$ cat src/rtl/mem_arb_pkg.sv
// mem_arb_pkg: shared types and constants for the IF/MEM memory port arbiter.
package mem_arb_pkg;
   typedef enum logic [1:0] {IDLE, MEM_BUSY, IF_BUSY} arb_state_t;
   localparam int RWTYPE_W = 3;
   localparam logic [RWTYPE_W-1:0] RWTYPE_WORD = 3'b010;
   typedef struct packed {
      logic                we;
      logic [RWTYPE_W-1:0] rwtype;
      logic [31:0]         addr;
      logic [31:0]         wdata;
   } arb_req_t;
endpackage

$ cat src/rtl/mem_port_arbiter_tracker.sv
// arb_port_tracker: per-port served bit, read-data hold register and stall/rdata outputs.
module arb_port_tracker
   import mem_arb_pkg::*;
(
   input  logic        clk,
   input  logic        rst_n,
   input  logic        advance,
   input  logic        req,
   input  logic        busy,
   input  logic        bus_ready,
   input  logic [31:0] bus_rdata,
   output logic        served,
   output logic        stall,
   output logic [31:0] rdata
);
   logic        done;
   logic [31:0] hold;
   assign done  = busy & bus_ready;
   // stall is gated by rst_n so it drops in the same cycle reset asserts
   assign stall = rst_n & req & ~served & ~done;
   assign rdata = done ? bus_rdata : hold;
   always_ff @(posedge clk or negedge rst_n) begin
      if (!rst_n) begin
         served <= 1'b0;
         hold   <= '0;
      end else begin
         served <= advance ? 1'b0 : (done ? 1'b1 : served);
         if (done) hold <= bus_rdata;
      end
   end
endmodule

$ cat src/rtl/mem_port_arbiter.sv
// mem_port_arbiter: shares one variable-latency memory bus between fetch and the
// MEM-stage data port (data has priority), with per-port stalls and a bus watchdog.
module mem_port_arbiter
   import mem_arb_pkg::*;
#(
   parameter int MAX_WAIT = 255
) (
   input  logic                clk,
   input  logic                rst_n,
   input  logic                advance,
   input  logic                if_req,
   input  logic [31:0]         if_addr,
   output logic [31:0]         if_rdata,
   output logic                if_stall,
   input  logic                mem_req,
   input  logic                mem_we,
   input  logic [RWTYPE_W-1:0] mem_rwtype,
   input  logic [31:0]         mem_addr,
   input  logic [31:0]         mem_wdata,
   output logic [31:0]         mem_rdata,
   output logic                mem_stall,
   output logic                bus_req,
   output logic                bus_we,
   output logic [RWTYPE_W-1:0] bus_rwtype,
   output logic [31:0]         bus_addr,
   output logic [31:0]         bus_wdata,
   input  logic                bus_ready,
   input  logic [31:0]         bus_rdata,
   output logic                timeout_err
);
   localparam logic [7:0] MAXW = 8'(MAX_WAIT);
   arb_state_t state, next;
   arb_req_t   lat;
   logic [7:0] cnt, cnt_nxt;
   logic       mem_served, if_served, mem_busy, if_busy;
   assign mem_busy   = state == MEM_BUSY;
   assign if_busy    = state == IF_BUSY;
   assign bus_req    = mem_busy | if_busy;
   assign bus_we     = lat.we;
   assign bus_rwtype = lat.rwtype;
   assign bus_addr   = lat.addr;
   assign bus_wdata  = lat.wdata;
   always_comb begin
      next = state;
      if (state == IDLE)
         next = (mem_req & ~mem_served) ? MEM_BUSY : (if_req & ~if_served) ? IF_BUSY : IDLE;
      else if (bus_ready)
         next = IDLE;
      // counter sits at zero while idle, so every BUSY entry starts from zero
      cnt_nxt = (state == IDLE) ? 8'd0 : (!bus_ready && cnt != MAXW) ? cnt + 8'd1 : cnt;
   end
   always_ff @(posedge clk or negedge rst_n) begin
      if (!rst_n) begin
         state       <= IDLE;
         lat         <= '0;
         cnt         <= '0;
         timeout_err <= 1'b0;
      end else begin
         state       <= next;
         cnt         <= cnt_nxt;
         timeout_err <= timeout_err | (cnt_nxt == MAXW);
         if (state == IDLE && next == MEM_BUSY)
            lat <= '{mem_we, mem_rwtype, mem_addr, mem_wdata};
         else if (state == IDLE && next == IF_BUSY)
            lat <= '{1'b0, RWTYPE_WORD, if_addr, 32'd0};
      end
   end
   arb_port_tracker u_mem (
      .clk(clk), .rst_n(rst_n), .advance(advance), .req(mem_req), .busy(mem_busy),
      .bus_ready(bus_ready), .bus_rdata(bus_rdata), .served(mem_served),
      .stall(mem_stall), .rdata(mem_rdata)
   );
   arb_port_tracker u_if (
      .clk(clk), .rst_n(rst_n), .advance(advance), .req(if_req), .busy(if_busy),
      .bus_ready(bus_ready), .bus_rdata(bus_rdata), .served(if_served),
      .stall(if_stall), .rdata(if_rdata)
   );
endmodule

$ cat config.mk
export PLATFORM = sky130hd
export DESIGN_NAME = mem_port_arbiter
export DESIGN_NICKNAME = d
export VERILOG_FILES = /design/src/rtl/mem_arb_pkg.sv /design/src/rtl/mem_port_arbiter_tracker.sv /design/src/rtl/mem_port_arbiter.sv
export SDC_FILE = /design/constraint.sdc
export NUM_CORES = 1
export LEC_CHECK = 0
export CAP_MARGIN = 30
export CORE_ASPECT_RATIO = 1.5
export CORE_MARGIN = 10
export CORE_UTILIZATION = 31
export DETAILED_ROUTE_END_ITERATION = 10
export GPL_TIMING_DRIVEN = 0
export MAX_ROUTING_LAYER = met4
export PLACE_DENSITY = 0.67
export SYNTH_ARGS = -nofsm -noshare
export SYNTH_HDL_FRONTEND = slang
export SYNTH_SLANG_ARGS = --single-unit
$ cat constraint.sdc
create_clock -name clk -period 1.7 [get_ports clk]
set_input_delay 0.17 -clock clk [delete_from_list [all_inputs] [get_ports clk]]
set_output_delay 0.17 -clock clk [all_outputs]
set_load 0.05 [all_outputs]
==> out/metrics.csv, run 1 <==
metric,value,unit
status,"finished, violations left",
failing checks,"hold timing, setup timing",
Nets,885,
max frequency,0.478,GHz
first-pass GRT wire length,32100,µm
vias per cell,4.70,
Filler cells,1602,
Slew @ Worst Pin,0.568,ns
CTS tree,built,
First-pass DRT Iterations,4,
required time worst endpoint,1.53,ns
CP max FO,7,
Num CTS Buffers,17,
clk buf depth,2,
design area,10100,µm²
fin. max-slew vios,0,
io pins,274,
Main synth FF type,dfrtp_1,
area grow syn2layout,73.1,%
die footprint,24700,µm²
setup_tns,-20.86,ns
post-route insts no fill,1007,
detailed-route via count,4731,
Combinational Power Share,0.599,
Worst Clk Skew,0.00772,ns
Sw Ratio,0.473,
GRT Total Usage,0.171,
synthesized area,5810,µm²
min Tclk post-route,2.09,ns
"Avg Cell Area, Syn",13.4,µm²
initial core utilization,0.314,
slowest cell delay on critical path,0.38,ns
"Async S/R FF share, synth",1.00,
Sink Count,145,
FP Rows,61,
clock-pin slew on the worst setup and hold paths,0.06,ns
most frequent cells in the layout,"dfrtp_1 (145), clkdlybuf4s50_1 (135), dlygate4sd2_1 (69)",
largest net degree at the start of global routing,104,
Post-CTS Hold Fix Bufs,3,
Reg area,3630,µm²
Final Util,0.544,
clock latency on the worst-skew pair,0.41,ns
DP HPWL,15600,µm
final hold vios,101,
family with the most delay on the worst path,buffers and inverters,
# port buffers,272,
critical path launch point type,flop,
Slew headroom,0.623,
count of cell types in the netlist,36,
area of the multi-input gates,2180,µm²
worst hold slack,-0.205,ns
critical path's slowest cell,dfrtp_1,
Clock power frac,0.160,
post-synthesis sequential area ratio,0.625,
Die H,188,µm
placed cell areas,8870,µm²
cell area power density,2340,nW/µm²
Residual DRC,0,
dpl cells,958,
leakage,4.84,nW
H-tree levels,4,
drt wl/cell,20.4,µm
Psw,11.1,mW
vias in the first global route,5524,
nature of the critical path endpoint,output pin,
Max-Cap Viols,0,
RSZ-0062 raised after global routing,yes,
CORE AREA,18500,µm²
internal power,12.4,mW
Reg power frac,0.241,
DRT iter0 DRCs,231,
gr ovfl total,0,
Worst EP arrival,1.92,ns
"commonest non-fill, non-tap cell in the layout",dfrtp_1,
syn nets,575,
Setup WS post-layout,-0.394,ns
Synth Instances,433,
Peak supply drop,1.62,mV
DRT antenna net count,0,
CP Class,flop to output pin,
initial antenna violation count,0,
setup violators final,67,
chip width,132,µm
final cycle utilization of the critical path,1.23,
synthesis-stage register bit count,145,
worst-path cell chain,"buf_6, ha_4, nand2_8, buf_12, buf_8, mux2_4, buf_8",
CTS root buffer,clkbuf_16,
worst min-delay path category,primary input to async pin,
Ant. Diodes,0,
Total Wirelength,20600,µm
worst path bufs/invs,4,
share of cells above drive strength 1,0.283,
GPL Wtd Cong,0.766,
crit-path most repeated cell,buf_8,
YS warnings,0,
number of flops mapped to enable cells by yosys,0,
==> worst register-to-register path, delay by kind of cell, from the launching register on <==
kind	cells	cell delay, ns
AO/OA/AOI/OAI	3	0.65
adder cells (fa/ha/maj)	1	0.27
flip-flops	1	0.42
AND/OR/NAND/NOR	2	0.33
==> cell type report <==
type / count / area share
inverter: 5 / 0.00187
tap: 252 / 0.0314
clock buffer: 19 / 0.0431
buffer: 25 / 0.0241
timing repair buffer: 292 / 0.306
multi-input combinational: 257 / 0.217
clock inverter: 12 / 0.0158
sequential: 145 / 0.361
==> final timing paths <==
| kind | start | end | slack (ns) | cells after the start |
|---|---|---|---|---|
| max reg2reg | cnt[0]$_DFF_PN0_ | timeout_err$_DFF_PN0_ | -0.02 | 6 |
| max | state[1]$_DFF_PN0_ | if_rdata[13] | -0.39 | 7 |
| min reg2reg | timeout_err$_DFF_PN0_ | timeout_err$_DFF_PN0_ | 0.49 | 1 |
| min in group clk | bus_ready | u_if.served$_DFFE_PN0P_ | 0.11 | 3 |
| min | rst_n | u_if.hold[27]$_DFF_PN0_ | -0.20 | 2 |
| max in group asynchronous | rst_n | u_mem.hold[9]$_DFF_PN0_ | 0.99 | 4 |
==> cells by family after synthesis <==
family	share of synthesized area
adder cells (fa/ha/maj)	0.00862
AO/OA/AOI/OAI	0.0976
multiplexers	0.183
flip-flops	0.625
AND/OR/NAND/NOR	0.0575
XOR/XNOR	0.00151
buffers and inverters	0.0271
==> state kept, by name, summed over array words and instances (netlist names) <==
name and count:
u_mem.hold 32, bus_addr 32, state 2, timeout_err 1, bus_rwtype 3, u_if.served 1
bus_we 1, cnt 8, bus_wdata 32, u_if.hold 32, u_mem.served 1
==> cells in the mapped netlist, types with 4 or more instances <==
master | count | area, µm²
a21oi_1 | 9 | 45.0
a22o_1 | 35 | 307
buf_2 | 18 | 90.1
clkbuf_1 | 4 | 15.0
dfrtp_1 | 145 | 3630
ha_1 | 4 | 50.1
inv_1 | 5 | 18.8
mux2_2 | 64 | 721
mux2i_1 | 34 | 340
nand2_1 | 41 | 154
nor2_1 | 7 | 26.3
nor3_1 | 4 | 20.0
o21ai_0 | 33 | 165
==> power by group through the flow <==
stage | logic [mW] | clock network [mW] | registers [mW]
4_1_cts | 14.1 | 3.87 | 5.67
2_1_floorplan | 6.09 | 0 | 8.12
3_3_place_gp | 13.1 | 0 | 5.63
5_1_grt | 14.8 | 4.05 | 5.84
6_report | 14.1 | 3.77 | 5.67
3_5_place_dp | 13.3 | 0 | 5.71
==> stage by stage <==
stage                     hold slack, ns  total power, mW  setup WS (ns)
after floorplan                   -0.126             14.2         0.0739
after detailed placement           0.129             19.0         -0.781
after global placement             0.463             18.8          -5.29
after CTS                         -0.154             23.6         -0.405
final                             -0.205             23.6         -0.394
after global routing              -0.137             24.7         -0.458
==> routing by layer <==
metal | share of wire | up-vias | global-route usage
met5 | 0 | - | -
met4 | 0.023 | 0 | 0.0592
met3 | 0.052 | 24 | 0.0503
met2 | 0.56 | 161 | 0.311
met1 | 0.36 | 2377 | 0.169
li1 | - | 2169 | -
==> what timing repair did <==
item,in CTS,in global routing
buffers inserted,9,5
pin swaps,3,2
endpoints found under the hold margin,44,101
cloned,3,0
endpoints found under the setup margin,217,107
gates resized for setup,616,23
(Power assumes the default switching activity.)
==> run 2: changes to the inputs <==
--- a/config.mk
+++ b/config.mk
@@ -11,7 +11,6 @@
 export CORE_UTILIZATION = 31
 export DETAILED_ROUTE_END_ITERATION = 10
 export GPL_TIMING_DRIVEN = 0
-export MAX_ROUTING_LAYER = met4
 export PLACE_DENSITY = 0.67
 export SYNTH_ARGS = -nofsm -noshare
 export SYNTH_HDL_FRONTEND = slang
==> out/metrics.csv, run 2 (synthesis gave the netlist of run 1 again) <==
metric,value,unit,change
FP Rows,61,,unchanged
final cycle utilization of the critical path,1.24,,+0.00491
placed cell areas,8870,µm²,unchanged
Post-CTS Hold Fix Bufs,3,,unchanged
H-tree levels,4,,unchanged
First-pass DRT Iterations,4,,unchanged
Slew headroom,0.626,,+0.00316
R2R Path Start,cnt[0]$_DFF_PN0_,,
design area,10100,µm²,about the same
Num CTS Buffers,17,,unchanged
CTS tree,built,,
CORE AREA,18500,µm²,unchanged
RSZ-0062 raised after global routing,yes,,
Final Total Pwr,23.6,mW,about the same
Psw,11.2,mW,about the same
Max-Cap Viols,0,,unchanged
Peak supply drop,1.63,mV,+0.57%
GPL Wtd Cong,0.756,,-1.3%
CP max FO,7,,unchanged
failing checks,"hold timing, setup timing",,
cell area power density,2340,nW/µm²,about the same
Sink Count,145,,unchanged
most frequent cells in the layout,"dfrtp_1 (145), clkdlybuf4s50_1 (135), dlygate4sd2_1 (69)",,
Worst Clk Skew,0.00843,ns,+0.000714 ns
setup_tns,-21.22,ns,-0.356 ns
post-route insts no fill,1007,,unchanged
nature of the critical path endpoint,output pin,,
required time worst endpoint,1.53,ns,about the same
fin. max-slew vios,0,,unchanged
internal power,12.4,mW,about the same
Sw Ratio,0.473,,about the same
worst reg-to-reg path cell count,6,,unchanged
GRT Total Usage,0.166,,-0.00474
worst hold slack,-0.204,ns,+0.00125 ns
CTS root buffer,clkbuf_16,,
dpl ws,-0.781,ns,unchanged
vias in the first global route,5489,,-0.63%
initial core utilization,0.314,,unchanged
share of cells above drive strength 1,0.285,,+0.00132
CP Class,flop to output pin,,
Nets,885,,unchanged
Clock power frac,0.160,,about the same
chip width,132,µm,unchanged
Final Util,0.544,,about the same
Worst EP arrival,1.93,ns,about the same
final hold vios,101,,unchanged
initial antenna violation count,0,,unchanged
gr ovfl total,0,,unchanged
clock latency on the worst-skew pair,0.42,ns,about the same
"commonest non-fill, non-tap cell in the layout",dfrtp_1,,
Setup WS post-layout,-0.402,ns,-0.00835 ns
Total Wirelength,20600,µm,about the same
min Tclk post-route,2.10,ns,+0.00835 ns
Residual DRC,0,,unchanged
leakage,4.84,nW,about the same
largest net degree at the start of global routing,104,,unchanged
# port buffers,272,,unchanged
clk buf depth,2,,unchanged
status,"finished, violations left",,
crit path from,state[1]$_DFF_PN0_,,
clock-pin slew on the worst setup and hold paths,0.06,ns,about the same
Ant. Diodes,0,,unchanged
Reg power frac,0.241,,about the same
reg2reg setup slack,-0.02,ns,about the same
Combinational Power Share,0.599,,about the same
R2R Path End,timeout_err$_DFF_PN0_,,
first-pass GRT wire length,32300,µm,+0.43%
drt wl/cell,20.4,µm,about the same
dpl cells,958,,unchanged
vias per cell,4.70,,about the same
Slew @ Worst Pin,0.563,ns,-0.00476 ns
max frequency,0.476,GHz,-0.40%
die footprint,24700,µm²,unchanged
DP HPWL,15600,µm,unchanged
critical path launch point type,flop,,
area grow syn2layout,73.2,%,about the same
Die H,188,µm,unchanged
setup violators final,67,,unchanged
Filler cells,1601,,-0.062%
worst min-delay path category,primary input to async pin,,
DRT antenna net count,0,,unchanged
detailed-route via count,4733,,+0.042%
io pins,274,,unchanged
DRT iter0 DRCs,246,,+6.5%
[run 2: cell types whose count changed in the layout (fill, tap and decap cells not counted)]
cell / previous run / this run
and2_4: 0 / 1
and2_1: 1 / 0
[run 2: area by class of cell]
class	instances	area [µm²]	area share
tap	252	315	0.0314
multi-input combinational	257	2190	0.217
clock inverter	12	159	0.0158
clock buffer	19	433	0.0431
sequential	145	3630	0.361
inverter	5	18.8	0.00187
buffer	25	243	0.0241
timing repair buffer	292	3070	0.306
[run 2: repair_timing]
| action | in CTS | in global routing |
|---|---|---|
| gates resized for setup | 616 | 24 |
| setup buffers | 9 | 5 |
| endpoints found under the hold margin | 44 | 101 |
| pin swaps | 3 | 2 |
| setup endpoints to repair | 217 | 108 |
| cloned | 3 | 0 |
[run 2: how the worst max path moves through the flow]
stage | end | slack, ns
after floorplan | u_if.hold[10]$_DFF_PN0_ | 0.07
after global placement | mem_stall | -5.29
after detailed placement | if_rdata[20] | -0.78
after CTS | if_rdata[18] | -0.41
after global routing | if_rdata[13] | -0.46
final | if_rdata[13] | -0.40
[run 2: power groups by stage]
stage / combinational [mW] / clock [mW] / sequential, mW
6_report: 14.1 / 3.77 / 5.67
5_1_grt: 14.8 / 4.05 / 5.84
4_1_cts: 14.1 / 3.87 / 5.67
3_5_place_dp: 13.3 / 0 / 5.71
3_3_place_gp: 13.1 / 0 / 5.63
2_1_floorplan: 6.09 / 0 / 8.12
[run 2: worst max-delay path, cell delays in order (launching register included)]
cell     delay [ns]
dfrtp_1        0.38
buf_6          0.13
ha_4           0.17
nand2_8        0.10
buf_12         0.12
buf_8          0.12
mux2_4         0.33
buf_8          0.16
[run 2: per-layer routing]
| metal | vias up | global-route usage | share of wire |
|---|---|---|---|
| met5 | - | 0 | 0 |
| met4 | 0 | 0.0657 | 0.024 |
| met3 | 26 | 0.0546 | 0.064 |
| met2 | 158 | 0.311 | 0.56 |
| met1 | 2385 | 0.164 | 0.35 |
| li1 | 2164 | - | - |
==> run 3: changes to the inputs <==
--- a/config.mk
+++ b/config.mk
@@ -5,7 +5,6 @@
 export SDC_FILE = /design/constraint.sdc
 export NUM_CORES = 1
 export LEC_CHECK = 0
-export CAP_MARGIN = 30
 export CORE_ASPECT_RATIO = 1.5
 export CORE_MARGIN = 10
 export CORE_UTILIZATION = 31
==> results of run 3 <==
The final DEF is identical to that of run 2; final timing and power are the same.
==> patch 1: new RTL, settings of run 2 <==
Change the package constant `RWTYPE_W` from 3 to 6.
--- a/src/rtl/mem_arb_pkg.sv
+++ b/src/rtl/mem_arb_pkg.sv
@@ -1,7 +1,7 @@
 // mem_arb_pkg: shared types and constants for the IF/MEM memory port arbiter.
 package mem_arb_pkg;
    typedef enum logic [1:0] {IDLE, MEM_BUSY, IF_BUSY} arb_state_t;
-   localparam int RWTYPE_W = 3;
+   localparam int RWTYPE_W = 6;
    localparam logic [RWTYPE_W-1:0] RWTYPE_WORD = 3'b010;
    typedef struct packed {
       logic                we;
Ports: changed (resized bus_rwtype and mem_rwtype); port bits go from 274 to 280. No check against the original RTL was run, so the function may have changed too.
==> patch 1 against run 2 <==
- the flow still finishes with violations (hold timing, setup timing)
- sequential share of layout area decreased by 1.4 points
- worst setup slack improved by 9.2 ps
- total power increased by 6.9%
- area after synthesis increased by 1.8%
- sequential cell count increased by 3
- count of clock-buffer cells in the layout unchanged
- via count increased by 3.2%
- design area increased by 6.3%
- largest cell class unchanged
- wire length increased by 6.8%
==> patch 1: results (changes against run 2) <==
Worst Setup EP=if_rdata[27]; wire per inst=21.35 um (+4.6%); drt first-iter violations=232 (-5.7%); routed wl met3=1236 um (-5.4%); ranking of synthesized cells by area=dfrtp_1 63%, mux2_2 12%, mux2i_1 5.8%; post-synthesis compound-gate area fraction=10.75% (+0.99 points); status=finished, violations left; post-synth net total=584 (+1.6%); XOR/XNOR Fraction of Synth Area=0.1481% (-0.0027 points); worst setup margin=-392.9 ps (+9.234 ps); Placed Cells=970 (+1.3%); sequential area share after synthesis=62.63% (+0.15 points); first-pass GRT wire length=32240 um (about the same); top post-synthesis cells by count=148 x dfrtp_1, 64 x mux2_2, 39 x nand2_1, 38 x a22o_1, 34 x mux2i_1; met1 Track Usage GR=17.37% (+1.0 points); final setup vio count=66 (-1.5%); Placer Congestion=0.8031 (+6.3%); largest net degree at the start of global routing=86 (-17%); number of global-route vias before repair=5487 (-0.036%); layout cells sized above 1=31.53% (+3.1 points); clk_skew=12.94 ps (+4.504 ps); leakage=5.224 nW (+7.9%); failing checks=hold timing, setup timing; IO Port Bufs=278 (+2.2%); Distinct cells, synth=37 (+2.8%); CP max stage delay=410 ps (+30 ps); cts repair resizes=625 (+1.5%); hold_ws=-279.6 ps (-75.90 ps); Post-Synth Adder-Cell Area=0.8464% (-0.016 points); final non-filler cell total=1029 (+2.2%); Mean Syn Cell Area=13.47 um^2 (+0.44%); met1 wire length=8170 um (+14%); GR Util All Layers=16.30% (-0.30 points); peak supply drop=1.478 mV (-9.1%); Placed Area=9054 um^2 (+2.0%); Crit Path Max Fanout=5 (-2); GR Util met3=5.034% (-0.42 points); Slew HR=55.54% (-7.1 points); Critical R2R Launch=cnt[1]; final count of hold timing violations=65 (-36%); nets=909 (+2.7%); uppermost layer routed=met4; r2r setup slk=30 ps (+50 ps)
## patch 1: changes by cell type in the layout (fill, tap and decap cells not counted), moves of 4 or more
cell | before | now
a21oi_1 | 9 | 5
buf_6 | 47 | 38
buf_8 | 26 | 46
clkbuf_16 | 17 | 21
clkbuf_4 | 5 | 1
mux2_2 | 37 | 3
mux2_4 | 27 | 61
nor3_1 | 4 | 0
o21ai_0 | 33 | 1
o21ai_1 | 0 | 32
## patch 1: layout make-up
| class | count | area (um^2) |
|---|---|---|
| Clock inverter | 13 | 172.7 |
| Clock buffer | 19 | 432.9 |
| Tap cell | 252 | 315.3 |
| Multi-Input combinational cell | 257 | 2424 |
| Buffer | 28 | 312.8 |
| Fill cell | 1556 | 7936 |
| Sequential cell | 148 | 3707 |
| Inverter | 5 | 18.77 |
| Timing Repair Buffer | 307 | 3303 |
## patch 1: report_power, final
part,internal (mW),switching (mW),total (mW)
Clock,2.34,1.55,3.89
Combinational,5.99,9.49,15.5
Sequential,5.12,0.711,5.83
==> patch 2: new RTL, config.mk and constraints of run 2 <==
Without the edit above. The 3 states of `arb_state_t` get a one-hot encoding in 3 bits.
--- a/src/rtl/mem_arb_pkg.sv
+++ b/src/rtl/mem_arb_pkg.sv
@@ -1,6 +1,6 @@
 // mem_arb_pkg: shared types and constants for the IF/MEM memory port arbiter.
 package mem_arb_pkg;
-   typedef enum logic [1:0] {IDLE, MEM_BUSY, IF_BUSY} arb_state_t;
+   typedef enum logic [2:0] {IDLE = 3'b001, MEM_BUSY = 3'b010, IF_BUSY = 3'b100} arb_state_t;
    localparam int RWTYPE_W = 3;
    localparam logic [RWTYPE_W-1:0] RWTYPE_WORD = 3'b010;
    typedef struct packed {
Function: same outputs for any inputs over 4 cycles, from zero or initial values and one cycle with rst_n low; so few cycles prove little.
==> patch 2 against run 2 <==
- the flow still finishes with violations (hold timing, setup timing)
- sequential cell count increased by 1
- area after synthesis increased by 1.7%
- total power increased by 3.4%
- non-clock buffer count is 21 higher
- first-iteration DRC count decreased by 19%
- wire length up 2.4%
- cell count is 2.6% higher
- critical path depth is 1 lower
- design area up 5.7%
- worst setup slack got worse by 18 ps
- count of clock-buffer cells in the layout did not move
- sequential share of layout area down 1.7 points
- utilization increased by 2.6 points
- critical path type unchanged
- largest power group unchanged
==> patch 2: results (changes against run 2) <==
final setup vio count=136 (+100%); CP arrival=1950 ps (+20 ps); Top Family by Delay on Critical Path=flip-flops; status=finished, violations left; final count of hold timing violations=70 (-31%); Clock Power=3.57 mW (-5.3%); layout cells sized above 1=33.85% (+5.4 points); pwr/cell area=2293 nW/um^2 (-2.2%); GR Util All Layers=16.43% (-0.17 points); GR Util met3=7.419% (+2.0 points); clk_skew=8.401 ps (-0.03070 ps); routed wl met3=1923 um (+47%); hold_ws=-232.0 ps (-28.36 ps); first-pass GRT wire length=32370 um (+0.32%); top post-synthesis cells by count=145 x dfrtp_1, 61 x mux2_2, 37 x nand2_1, 35 x a22o_1, 33 x mux2i_1; IO Port Bufs=273 (+0.37%); ranking of synthesized cells by area=dfrtp_1 61%, mux2_2 12%, mux2i_1 5.6%; r2r setup slk=-210 ps (-190 ps); failing checks=hold timing, setup timing; CP max stage delay=550 ps (+170 ps); total wire length=21050 um (+2.4%); number of global-route vias before repair=5408 (-1.5%); Placed Area=8986 um^2 (+1.3%); leakage=5.085 nW (+5.1%); Slowest-stage cell, CP=dfstp_2; Sequential Power Share=23.4% (-0.7 points); worst setup margin=-420.0 ps (-17.88 ps); met1 Track Usage GR=17.23% (+0.86 points); Crit Path Max Fanout=6 (-1); DR vias=4855 (+2.6%); Placer Congestion=0.8181 (+8.2%); Distinct cells, synth=48 (+33%); Critical R2R Launch=state[2]; sequential area share after synthesis=61.87% (-0.61 points); wire per inst=20.38 um (-0.20%); met1 wire length=7707 um (+7.1%); post-synth net total=573 (-0.35%)
==> patch 2: cell types whose count changed in the layout (fill, tap and decap cells not counted), moves of 7 or more <==
| cell | change |
|---|---|
| o21ai_2 | +7 |
| buf_12 | +8 |
| buf_6 | +17 |
| mux2_4 | +14 |
| o21ai_0 | -31 |
| o21ai_1 | +24 |
| mux2_2 | -14 |
==> patch 2: worst max path at each step <==
stage	startpoint	end	slack (ps)	depth (start not counted)
after CTS	state[0]	if_rdata[5]	-420	6
after floorplan	state[0]	if_stall	40	4
after detailed placement	bus_ready	if_rdata[6]	-1150	6
final	state[0]	mem_rdata[9]	-420	6
after global placement	rst_n	if_stall	-5310	3
after global routing	state[0]	mem_rdata[16]	-480	6
==> patch 2: timing repair <==
item,in CTS,in global routing
resized for setup,642,88
endpoints found under the hold margin,70,70
buffers inserted,19,11
endpoints found under the setup margin,174,137
gates cloned,10,3
pin swaps,12,8
==> patch 2: final cells by class <==
type / count / area share [%]
tap: 252 / 2.966
timing repair buffer: 315 / 32.06
inverter: 4 / 0.1412
clock inverter: 13 / 1.189
antenna: 1 / 0.02354
sequential: 146 / 34.38
buffer: 23 / 2.884
clock buffer: 19 / 4.167
multi-input combinational: 260 / 22.19
==> patch 2: cells by family (layout without fill, tap and decap cells) <==
group | after synthesis | in the layout | synth area share (%)
buffers and inverters | 28 | 374 | 3.283
other | 0 | 1 | 0
multiplexers | 97 | 97 | 17.79
AND/OR/NAND/NOR | 75 | 75 | 6.312
XOR/XNOR | 2 | 2 | 0.2966
AO/OA/AOI/OAI | 85 | 85 | 10.23
flip-flops | 146 | 146 | 61.87
adder cells (fa/ha/maj) | 1 | 1 | 0.2118
